==> src/rtl/ram_loader.sv <==
// ram_loader: front-end for a 16x4 board RAM. Debounces the write and mode
// buttons. In LOAD it writes the switch value at an auto-incrementing address.
// In SCAN it steps the address at a fixed slow rate so contents show on q.
module ram_loader #(
  parameter int unsigned DEB_CYCLES  = 500000,
  parameter int unsigned SCAN_PERIOD = 25000000
) (
  input  logic       clk,
  input  logic       rst,
  input  logic       btn_wr,
  input  logic       btn_mode,
  input  logic [3:0] sw_data,
  output logic [3:0] ram_addr,
  output logic [3:0] ram_data,
  output logic       ram_wr,
  output logic       mode,
  output logic       wrap
);

  localparam int unsigned DW = $clog2(DEB_CYCLES + 1);
  localparam int unsigned SW = $clog2(SCAN_PERIOD);
  localparam logic [DW-1:0] DEB_LAST  = DW'(DEB_CYCLES - 1);
  localparam logic [SW-1:0] SCAN_LAST = SW'(SCAN_PERIOD - 1);

  typedef enum logic [1:0] {
    S_LOAD,
    S_WRITE,
    S_SCAN
  } state_t;

  // Bit 0 is the write button, bit 1 the mode button.
  logic [1:0]    btn;
  logic [1:0]    sync0;
  logic [1:0]    sync1;
  logic [1:0]    level;
  logic [1:0]    level_d;
  logic [1:0]    press;
  logic [DW-1:0] deb_cnt [2];

  logic wr_ev;
  logic mode_ev;

  state_t        state;
  state_t        state_n;
  logic [SW-1:0] scan_cnt;
  logic [SW-1:0] scan_n;
  logic [3:0]    addr_n;
  logic [3:0]    data_n;
  logic          wr_n;
  logic          wrap_n;
  logic          mode_n;

  assign btn     = {btn_mode, btn_wr};
  assign wr_ev   = press[0];
  assign mode_ev = press[1];

  // Synchronize, debounce and edge-detect both buttons.
  always_ff @(posedge clk) begin
    if (rst) begin
      sync0      <= '0;
      sync1      <= '0;
      level      <= '0;
      level_d    <= '0;
      press      <= '0;
      deb_cnt[0] <= '0;
      deb_cnt[1] <= '0;
    end else begin
      sync0   <= btn;
      sync1   <= sync0;
      level_d <= level;
      press   <= level & ~level_d;
      for (int unsigned i = 0; i < 2; i++) begin
        if (sync1[i] == level[i]) begin
          deb_cnt[i] <= '0;
        end else if (deb_cnt[i] == DEB_LAST) begin
          // This edge is the DEB_CYCLES-th consecutive differing sample.
          level[i]   <= sync1[i];
          deb_cnt[i] <= '0;
        end else begin
          deb_cnt[i] <= deb_cnt[i] + DW'(1);
        end
      end
    end
  end

  // State, scan counter and all RAM-facing outputs are registered together.
  always_ff @(posedge clk) begin
    if (rst) begin
      state    <= S_LOAD;
      scan_cnt <= '0;
      ram_addr <= '0;
      ram_data <= '0;
      ram_wr   <= 1'b0;
      mode     <= 1'b0;
      wrap     <= 1'b0;
    end else begin
      state    <= state_n;
      scan_cnt <= scan_n;
      ram_addr <= addr_n;
      ram_data <= data_n;
      ram_wr   <= wr_n;
      mode     <= mode_n;
      wrap     <= wrap_n;
    end
  end

  // Next-state and next-output logic; a mode event always takes priority.
  always_comb begin
    state_n = state;
    scan_n  = scan_cnt;
    addr_n  = ram_addr;
    data_n  = ram_data;
    wr_n    = 1'b0;
    wrap_n  = 1'b0;
    unique case (state)
      S_LOAD: begin
        if (mode_ev) begin
          addr_n  = '0;
          scan_n  = '0;
          state_n = S_SCAN;
        end else if (wr_ev) begin
          data_n  = sw_data;
          wr_n    = 1'b1;
          state_n = S_WRITE;
        end
      end
      S_WRITE: begin
        if (mode_ev) begin
          addr_n  = '0;
          scan_n  = '0;
          state_n = S_SCAN;
        end else begin
          addr_n  = ram_addr + 4'd1;
          wrap_n  = (ram_addr == 4'hF);
          state_n = S_LOAD;
        end
      end
      S_SCAN: begin
        if (mode_ev) begin
          addr_n  = '0;
          state_n = S_LOAD;
        end else if (scan_cnt == SCAN_LAST) begin
          scan_n = '0;
          addr_n = ram_addr + 4'd1;
          wrap_n = (ram_addr == 4'hF);
        end else begin
          scan_n = scan_cnt + SW'(1);
        end
      end
      default: state_n = S_LOAD;
    endcase
    mode_n = (state_n == S_SCAN);
  end

endmodule

==> config.mk <==
export PLATFORM = sky130hd
export DESIGN_NAME = ram_loader
export DESIGN_NICKNAME = d
export VERILOG_FILES = /design/src/rtl/ram_loader.sv
export SDC_FILE = /design/constraint.sdc
export NUM_CORES = 1
export LEC_CHECK = 0
export CORE_MARGIN = 2
export CORE_UTILIZATION = 45
export CTS_BUF_LIST = sky130_fd_sc_hd__clkbuf_4
export DETAILED_ROUTE_END_ITERATION = 10
export GPL_TIMING_DRIVEN = 1
export HOLD_SLACK_MARGIN = 0.05
export SETUP_SLACK_MARGIN = 0.2
export SYNTH_ARGS = -nofsm -noshare
export SYNTH_HDL_FRONTEND = slang
export SYNTH_SLANG_ARGS = --single-unit
==> constraint.sdc <==
create_clock -name clk -period 3.2 [get_ports clk]
set_clock_uncertainty 0.2 [all_clocks]
set_input_delay 0.48 -clock clk [delete_from_list [all_inputs] [get_ports clk]]
set_output_delay 0.48 -clock clk [all_outputs]
set_load 0.02 [all_outputs]
==> metrics.cfg <==
[run_status]
status = finished clean

[synth]
synth_ff_type = dfxtp_1
synth_area_leaders = edfxtp_1, dfxtp_1, nor2_1
ys_types = 52
synth.top_cell.area_share_pct = 26.52
synthSimpleGateAreaFrac_pct = 26.61
avgSynthCellArea_um2 = 9.541
post-synth-top-area-cell = edfxtp_1
postSynthCellCount = 451
synthXorXnorAreaFrac_pct = 9.974
yosysWarningCount = 0
yosysSeqAreaShare_pct = 48.85
synthMuxAreaShare_pct = 1.890
ys_ff_latch = 86
synth_compound_area_share_pct = 7.211
async_flop_share_pct = 0
synth-edff-count = 38
synth_top_family_by_area = simple AND/OR/NAND/NOR gates
synthAdderAreaFrac_pct = 2.617
syn-cell-area_mm2 = 0.004303

[sta]
fin_crit_ns = 2.680
worst_pin_slew_ns = 0.6072
hold-worst-slack_ns = 0.1585
period_share_pct = 83.76
rsz0062_at_grt = no
setup_viol = 0
setup_tns_ns = 0
final_hold_viol_count = 0
max_slew_margin_pct = 59.15
fmax_mhz = 373.1
drv_slew = 0

[worst_setup_path]
path_class = flop to flop
cp-start-kind = flop
rr_worst_depth = 7
crit_chain = inv_1 > ha_1 > or4_1 > nor2_1 > o21ai_0 > or4_1 > o211ai_1
end_kind = flop
crit_arrival_ns = 2.82
rr_startpoint = state[0]$_SDFF_PP0_
cp_max_fo = 10
endpoint = scan_cnt[24]$_SDFFE_PP0P_
crit_required_ns = 3.34
cp_slowest_cell = or4_1
reg2reg_slack_ns = 0.52
r2r-end = scan_cnt[24]$_SDFFE_PP0P_
max_stage_delay_ns = 0.56
startpoint = state[0]$_SDFF_PP0_
cpMostUsedCell = or4_1

[power]
cellPowerDensity_mw_per_mm2 = 384.3
irDropWorstVdd_v = 0.0001781
p_leak_uw = 0.001678

[clock_network]
htreeDepth = 3
clock_latency_ns = 0.44
post_cts_resized = 0
numCtsBuffers = 9
postCtsSetupBuffers = 0
cts_num_sinks = 86
root_buffer = clkbuf_4
cts_hold_buf = 0
path_clk_slew_ns = 0.15
cts.path.max_buffers = 2
cts_tree = done

[placed_design]
gp_congestion = 0.7713
port_buffers = 18
dpl-instance-area_mm2 = 0.004751
dpl.hpwl_um = 5585

[floorplan]
die_area_mm2 = 0.01036
pin_count = 19
start_util_pct = 46.57
rows = 35
die_width_um = 101.8
core_mm2 = 0.009240
die_height_um = 101.8

[detailed_routing]
ant_nets = 0
drtIter0Drc = 112
drc = 0
wirelength_um = 7848
detail_route.wl_per_cell_um = 12.24
vias_per_cell = 5.003
firstDrtPassIters = 4
vias = 3207

[final_layout]
nets = 524
n_antenna_cell = 0
drive_above_1_share_pct = 7.422
fin_area_mm2 = 0.004883
area.growth.synth_to_final_pct = 13.49

[hold_path]
hp-class = flop to flop
hp-start = level_d[1]$_SDFF_PP0_

[global_route]
grt_pass1_wl_um = 13710
grt_max_degree = 23
antenna_found_initial = 0
gr-total-overflow = 0
track_usage_pct = 16.68
grt_pass1_vias = 3076

[flow_run]
drv_cap = 0

[critical path: cells and delay by family, from the launching register on]
kind	cells	cell delay, ns
and+or+nand+nor	3	1.22
DFF	1	0.43
AOI/OAI and AO/OA	2	0.34
adders and majority gates	1	0.31
buffers and inverters	1	0.09
[how the worst min path moves through the flow]
stage	end	slack [ns]	cells past startpoint
2_1_floorplan	press[0]$_SDFF_PP0_	0.17	1
3_3_place_gp	press[1]$_SDFF_PP0_	0.18	1
3_5_place_dp	press[0]$_SDFF_PP0_	0.18	1
4_1_cts	press[1]$_SDFF_PP0_	0.16	1
5_1_grt	press[1]$_SDFF_PP0_	0.17	1
6_report	press[1]$_SDFF_PP0_	0.16	1
[per-layer routing]
metal  global-route usage [%]  part of all wire, %  vias up
li1                         -                    -     1669
met1                    22.06                   49     1490
met2                    26.47                   46       37
met3                    3.451                  2.5       11
met4                    7.277                  1.8        0
met5                        0                    0        -
[cell families (layout without fill, tap and decap cells)]
logic type / Yosys count / count (layout)
AOI/OAI and AO/OA: 44 / 44
muxes: 8 / 8
xor gates and xnor gates: 49 / 49
buffers and inverters: 30 / 54
and+or+nand+nor: 224 / 224
adders and majority gates: 9 / 9
DFF: 86 / 86
other: 1 / 38
[through the flow]
| stage | total power (µW) | std cells | setup slack, ns | utilization [%] |
|---|---|---|---|---|
| detailed placement | 1280 | 625 | 0.5112 | 51.42 |
| floorplan | 1256 | 488 | 0.7723 | - |
| global route | 1958 | 641 | 0.2742 | 52.85 |
| finish | 1877 | 641 | 0.5198 | 52.85 |
| CTS | 1909 | 641 | 0.5206 | 52.85 |
| global placement | 1279 | 625 | 0.5742 | 51.42 |
[registers in the layout, indices dropped and copies added (netlist names)]
name,cells
deb_cnt,38
scan_cnt,25
ram_addr,4
ram_data,4
level,2
level_d,2
press,2
state,2
sync0,2
sync1,2
mode,1
ram_wr,1
wrap,1
[cell usage after synthesis, types with 4 or more instances]
master and count:
nor2b_1 13, and4_1 4, or4_1 5, nor3_1 9, or2_2 6, nor3b_1 4, o21ai_0 11, nor2_1 85
edfxtp_1 38, a21oi_1 4, nand4_1 21, xnor2_1 27, mux2i_1 7, nand3_1 22, inv_1 17, nand2_1 28
dfxtp_1 48, nor4_1 8, ha_1 9, xor2_1 22, a31oi_1 7, clkbuf_1 9
[cell type report]
type	count	area, µm²
fillers	881	4357
clock buffers	9	67.56
well taps	129	161.4
repair buffers	21	202.7
inverters	17	63.81
clock inverters	7	65.06
multi-input cells	372	2221
flip-flops and latches	86	2102
[power by group]
part | leakage (µW) | internal [µW] | switching (µW)
combinational | 0.000819 | 28.8 | 35.6
sequential | 0.000779 | 1170 | 23.2
clock | 0.0000801 | 235 | 386
[cell usage in the layout, fill, tap and decap left out, types with 8 or more instances in the layout]
master / netlist / layout
clkbuf_4: 0 / 9
edfxtp_1: 38 / 38
nand4_1: 21 / 21
nand3_1: 22 / 22
nand2_1: 28 / 28
nor2_1: 85 / 85
o21ai_0: 11 / 11
dfxtp_1: 48 / 48
nor4_1: 8 / 8
xor2_1: 22 / 22
conb_1: 1 / 38
nor2b_1: 13 / 13
nor3_1: 9 / 9
xnor2_1: 27 / 27
clkdlybuf4s50_1: 0 / 18
ha_1: 9 / 9
inv_1: 17 / 17
Note: power is estimated with default switching activity, not from simulation.
